**config.mk**
```make
export PLATFORM = sky130hd
export DESIGN_NAME = delay_line
export DESIGN_NICKNAME = d
export VERILOG_FILES = /design/src/rtl/delay_line.sv
export SDC_FILE = /design/constraint.sdc
export NUM_CORES = 1
export LEC_CHECK = 0
export ABC_AREA = 1
export ABC_CLOCK_PERIOD_IN_PS = 8900
export CAP_MARGIN = 20
export CORE_ASPECT_RATIO = 0.9
export CORE_MARGIN = 2
export CORE_UTILIZATION = 40
export DETAILED_ROUTE_END_ITERATION = 12
export GPL_ROUTABILITY_DRIVEN = 1
export REMOVE_ABC_BUFFERS = 1
export SYNTH_ARGS = -nofsm -noshare
export SYNTH_HDL_FRONTEND = slang
export SYNTH_SLANG_ARGS = --single-unit
```
**constraint.sdc**
```tcl
create_clock -name clk -period 8.9 [get_ports clk]
set_input_delay 1.78 -clock clk [delete_from_list [all_inputs] [get_ports clk]]
set_output_delay 1.78 -clock clk [all_outputs]
set_load 0.005 [all_outputs]
```
**src/rtl/delay_line.sv**
```systemverilog
// Programmable-tap delay line: MAX_DEPTH shift stages with per-stage valid bits,
// a runtime-selected output tap and a saturating fill counter that drives primed.
module delay_line #(
    parameter int D_WIDTH   = 8,
    parameter int MAX_DEPTH = 16,
    localparam int SEL_W    = $clog2(MAX_DEPTH + 1)
) (
    input  logic               clk,
    input  logic               reset_n,
    input  logic               en,
    input  logic               flush,
    input  logic [D_WIDTH-1:0] Din,
    input  logic               din_valid,
    input  logic [SEL_W-1:0]   delay_sel,
    output logic [D_WIDTH-1:0] Dout,
    output logic               dout_valid,
    output logic               primed
);

    localparam int IDX_W = $clog2(MAX_DEPTH);
    localparam logic [SEL_W-1:0] MAX_D = SEL_W'(MAX_DEPTH);

    // din_valid is not a handshake: it is a tag that travels with its sample,
    // and dout_valid is simply that tag read back from the selected tap.
    logic [D_WIDTH-1:0] stage [MAX_DEPTH];
    logic [MAX_DEPTH-1:0] vld;
    logic [SEL_W-1:0]     fill_cnt;
    logic [SEL_W-1:0]     eff_d;
    logic [IDX_W-1:0]     tap;

    always_comb begin
        eff_d = delay_sel;
        if (delay_sel == '0) begin
            eff_d = SEL_W'(1);
        end else if (delay_sel > MAX_D) begin
            eff_d = MAX_D;
        end
        tap = IDX_W'(eff_d - SEL_W'(1));
    end

    // Flush wins over en: valid tracking restarts, stage data is left in place.
    always_ff @(posedge clk or negedge reset_n) begin
        if (!reset_n) begin
            for (int i = 0; i < MAX_DEPTH; i++) begin
                stage[i] <= '0;
            end
            vld      <= '0;
            fill_cnt <= '0;
        end else if (flush) begin
            vld      <= '0;
            fill_cnt <= '0;
        end else if (en) begin
            stage[0] <= Din;
            for (int i = 1; i < MAX_DEPTH; i++) begin
                stage[i] <= stage[i-1];
            end
            vld <= {vld[MAX_DEPTH-2:0], din_valid};
            if (fill_cnt != MAX_D) begin
                fill_cnt <= fill_cnt + SEL_W'(1);
            end
        end
    end

    assign Dout       = stage[tap];
    assign dout_valid = vld[tap];
    assign primed     = (fill_cnt >= eff_d);

endmodule

```
==> impl_metrics.xml <==
<?xml version="1.0" encoding="UTF-8"?>
<metrics>
  <group name="outcome">
    <metric name="outcome" unit="">finished clean</metric>
  </group>
  <group name="yosys">
    <metric name="synth.yosys.seq_area_share" unit="%">49.8</metric>
    <metric name="synth.avg_cell_area" unit="sq um">7.69</metric>
    <metric name="post_synth_inst_count" unit="">974</metric>
    <metric name="synthAdderAreaFrac" unit="%">1.34</metric>
    <metric name="synthMuxAreaShare" unit="%">0</metric>
    <metric name="synth-compound-area-share" unit="%">10.9</metric>
    <metric name="synth_top_family_by_area" unit="">simple AND/OR/NAND/NOR gates</metric>
    <metric name="yosys.area_share.xor_xnor" unit="%">0</metric>
    <metric name="ys.warnings.count" unit="">0</metric>
    <metric name="syn_area" unit="sq um">7490</metric>
    <metric name="synth-simple-area-share" unit="%">26.4</metric>
    <metric name="ys_seq_elements" unit="">149</metric>
    <metric name="synth_cell_type_count" unit="">25</metric>
  </group>
  <group name="sta">
    <metric name="final_sum_of_negative_setup_slack" unit="ps">0</metric>
    <metric name="grt_setup_unrepaired" unit="">false</metric>
    <metric name="achievable-frequency" unit="MHz">140</metric>
    <metric name="max_slew_margin" unit="%">28.4</metric>
    <metric name="period_needed" unit="ps">7120</metric>
    <metric name="clock_skew" unit="ps">8.69</metric>
    <metric name="report.final.hold_viol_count" unit="">0</metric>
    <metric name="timing_max_transition_violations_final" unit="">0</metric>
    <metric name="setup_violations" unit="">0</metric>
    <metric name="max_slew.worst_pin.slew" unit="ps">1070</metric>
    <metric name="layout_worst_path_cycle_share" unit="%">80.0</metric>
  </group>
  <group name="global_routing">
    <metric name="wire_length_of_the_first_global_routing_pass" unit="microns">29200</metric>
    <metric name="globalRoute.totalOverflow" unit="">0</metric>
    <metric name="track_usage" unit="%">18.5</metric>
    <metric name="number_of_antenna_violations_at_the_first_check_in_global_routing" unit="">0</metric>
    <metric name="maximum_number_of_pins_on_one_net_before_global_route_repair" unit="">136</metric>
    <metric name="first_global_vias" unit="">5843</metric>
  </group>
  <group name="pwr">
    <metric name="fin_total_pwr" unit="W">0.00194</metric>
    <metric name="p_leak" unit="nW">4.03</metric>
    <metric name="peakVddDrop" unit="uV">112</metric>
    <metric name="power_density" unit="nW/um^2">229</metric>
  </group>
  <group name="drt">
    <metric name="antenna_left" unit="">0</metric>
    <metric name="vias" unit="">6151</metric>
    <metric name="detail_route.drc_violations" unit="">0</metric>
    <metric name="post_drt_via_cell_ratio" unit="">5.00</metric>
    <metric name="post_drt_wl_per_cell" unit="microns">14.2</metric>
    <metric name="wirelength" unit="microns">17500</metric>
    <metric name="violation_count_after_the_first_detailed_routing_iteration" unit="">561</metric>
    <metric name="drt-pass1-iter-count" unit="">5</metric>
  </group>
  <group name="worst_setup_path">
    <metric name="setup.worst_path.end_class" unit="">output port</metric>
    <metric name="crit_type" unit="">input port to output port</metric>
    <metric name="worst-endpoint-arrival" unit="ps">5340</metric>
    <metric name="required" unit="ps">7120</metric>
    <metric name="slowest_cell_delay_on_critical_path" unit="ps">550</metric>
    <metric name="crit_path_frequent_cell" unit="">sky130_fd_sc_hd__nand3_1</metric>
    <metric name="timing.critical_path.depth" unit="">13</metric>
    <metric name="timing.critical_path.from_type" unit="">input port</metric>
    <metric name="crit_buf_inv" unit="">4</metric>
    <metric name="critPathTopFamily" unit="">buffers and inverters</metric>
    <metric name="timing.critical_path.slowest_stage_cell" unit="">sky130_fd_sc_hd__clkinv_1</metric>
    <metric name="critical_path_cell_by_cell" unit="">clkdlybuf4s50_1 &gt; nor2_4 &gt; nand2_2 &gt; nand2_2 &gt; nand2_1 &gt; ha_1 &gt; clkinv_1 &gt; buf_4 &gt; nand3_1 &gt; nand3_1 &gt; nand3_1 &gt; nand2_1 &gt; clkdlybuf4s50_1</metric>
    <metric name="reg2reg_depth" unit="">7</metric>
    <metric name="critical_path_peak_fanout" unit="">21</metric>
  </group>
  <group name="place">
    <metric name="gpl.final_weighted_congestion" unit="">0.775</metric>
    <metric name="placed_cells" unit="">1196</metric>
    <metric name="detailed_place_hpwl" unit="microns">9860</metric>
    <metric name="numPortBuffers" unit="">27</metric>
  </group>
  <group name="cts">
    <metric name="cts_made_buffers" unit="">17</metric>
    <metric name="worst_skew_pair.late_latency" unit="ps">430</metric>
    <metric name="clkSlewWorstSetupHoldPaths" unit="ps">60</metric>
    <metric name="postCtsHoldBufs" unit="">0</metric>
    <metric name="cts_max_level" unit="">4</metric>
    <metric name="cts_post_setup_buffers_inserted" unit="">0</metric>
    <metric name="cts_root_buffer" unit="">sky130_fd_sc_hd__clkbuf_16</metric>
    <metric name="cts_resized" unit="">0</metric>
    <metric name="ctsLongestPathBuffers" unit="">2</metric>
    <metric name="tritoncts_num_sinks" unit="">149</metric>
    <metric name="cts_tree" unit="">built</metric>
  </group>
  <group name="finish">
    <metric name="final_cell_mix" unit="">220 x sky130_fd_sc_hd__nand2_1, 204 x sky130_fd_sc_hd__nand3_1, 156 x sky130_fd_sc_hd__inv_1, 149 x sky130_fd_sc_hd__dfrtp_1, 133 x sky130_fd_sc_hd__o21ai_0</metric>
    <metric name="growth_of_design_area_from_synthesis_to_finish" unit="%">13.4</metric>
    <metric name="finalNetCount" unit="">998</metric>
    <metric name="fillCellCount" unit="">1800</metric>
    <metric name="mostFrequentLayoutCell" unit="">sky130_fd_sc_hd__nand2_1</metric>
    <metric name="antennaDiodeCount" unit="">0</metric>
    <metric name="finalNonFillerCells" unit="">1230</metric>
    <metric name="final_layout_size_suffix_gt1_share" unit="%">5.38</metric>
  </group>
  <group name="floorplan">
    <metric name="die_width" unit="microns">148</metric>
    <metric name="starting_density_of_the_core" unit="%">40.8</metric>
    <metric name="core_area" unit="sq um">18300</metric>
    <metric name="total_number_of_placement_rows" unit="">47</metric>
    <metric name="die_y" unit="microns">134</metric>
    <metric name="die_area" unit="sq um">19800</metric>
    <metric name="pin_count" unit="">28</metric>
  </group>
  <group name="min_path">
    <metric name="min_path_type" unit="">flip-flop to flip-flop</metric>
    <metric name="worst_hold_path.num_cells" unit="">2</metric>
  </group>
  <group name="flow_run">
    <metric name="max-cap-violations" unit="">0</metric>
  </group>
</metrics>
worst min-delay path: cells and delay by family (launching register included):
family / cells / cell delay [ps]
AO/OA/AOI/OAI: 1 / 50
AND/OR/NAND/NOR: 1 / 50
flip-flops: 1 / 340
final timing paths:
path / slack (ps) / end / startpoint
worst min-delay path: 470 / stage[106] / stage[114]
worst max-delay path: 1780 / Dout[4] / delay_sel[2]
max in group asynchronous: 6330 / stage[100] / reset_n
worst max register to register: 7510 / fill_cnt[3] / fill_cnt[0]
min in group asynchronous: 1360 / stage[25] / reset_n
worst min register to register: 470 / stage[106] / stage[114]
area by class of cell:
cell class                 count  area (sq um)  area share (%)
multi-input combinational    607          2900            34.1
clock buffer                  23           468            5.51
inverter                     160           601            7.07
timing repair buffer          37           372            4.37
clock inverter                 9           126            1.49
tap                          245           307            3.61
sequential                   149          3730            43.9
per-layer routing:
layer	GRT usage (%)	up-vias	share of wire [%]
met4	4.87	0	0.86
li1	-	3120	-
met2	27.5	126	43
met5	0	-	0
met1	27.5	2896	51
met3	3.84	9	4.6
state kept, by name, indices dropped and copies added, names as in the netlist:
| signal | flops |
|---|---|
| stage | 128 |
| vld | 16 |
| fill_cnt | 5 |
cells in the mapped netlist:
master / count / area, sq um
sky130_fd_sc_hd__nor3_1: 1 / 5.00
sky130_fd_sc_hd__nand2_2: 7 / 43.8
sky130_fd_sc_hd__nand2_4: 1 / 11.3
sky130_fd_sc_hd__dfrtp_1: 149 / 3730
sky130_fd_sc_hd__a21oi_2: 1 / 8.76
sky130_fd_sc_hd__inv_1: 156 / 586
sky130_fd_sc_hd__nor2_4: 2 / 22.5
sky130_fd_sc_hd__nand2_1: 220 / 826
sky130_fd_sc_hd__ha_1: 8 / 100
sky130_fd_sc_hd__nor2_1: 4 / 15.0
sky130_fd_sc_hd__o22ai_1: 15 / 93.8
sky130_fd_sc_hd__buf_2: 31 / 155
sky130_fd_sc_hd__inv_2: 1 / 3.75
sky130_fd_sc_hd__o21bai_1: 2 / 15.0
sky130_fd_sc_hd__clkinv_1: 3 / 11.3
sky130_fd_sc_hd__buf_4: 1 / 7.51
sky130_fd_sc_hd__nand4_1: 1 / 6.26
sky130_fd_sc_hd__nand3_1: 204 / 1020
sky130_fd_sc_hd__nand3_4: 1 / 17.5
sky130_fd_sc_hd__clkbuf_1: 22 / 82.6
sky130_fd_sc_hd__buf_6: 2 / 22.5
sky130_fd_sc_hd__nand3b_1: 1 / 7.51
sky130_fd_sc_hd__buf_1: 2 / 7.51
sky130_fd_sc_hd__o21ai_0: 133 / 666
sky130_fd_sc_hd__a21oi_1: 6 / 30.0
metrics by stage:
step	util, %	setup slack, ps	hold slack, ps	cell area, sq um
2_1_floorplan	-	-3050	444	7220
5_1_grt	46.3	1500	495	8500
4_1_cts	46.1	1800	478	8460
3_5_place_dp	42.9	1820	465	7860
3_3_place_gp	42.9	1930	459	7860
6_report	46.3	1780	470	8500
cells by family (layout without fill, tap and decap cells):
kind of cell | Yosys count | count (layout)
AND/OR/NAND/NOR | 442 | 442
buffers and inverters | 218 | 229
AO/OA/AOI/OAI | 157 | 157
flip-flops | 149 | 149
adder cells (fa/ha/maj) | 8 | 8
where the power goes:
| group | internal [W] | switching [W] | total, W |
|---|---|---|---|
| Clock | 0.000454 | 0.000282 | 0.000737 |
| Combinational | 0.000136 | 0.000224 | 0.000360 |
| Sequential | 0.000788 | 0.0000587 | 0.000847 |
No activity file was read; power rests on OpenSTA's default activity.
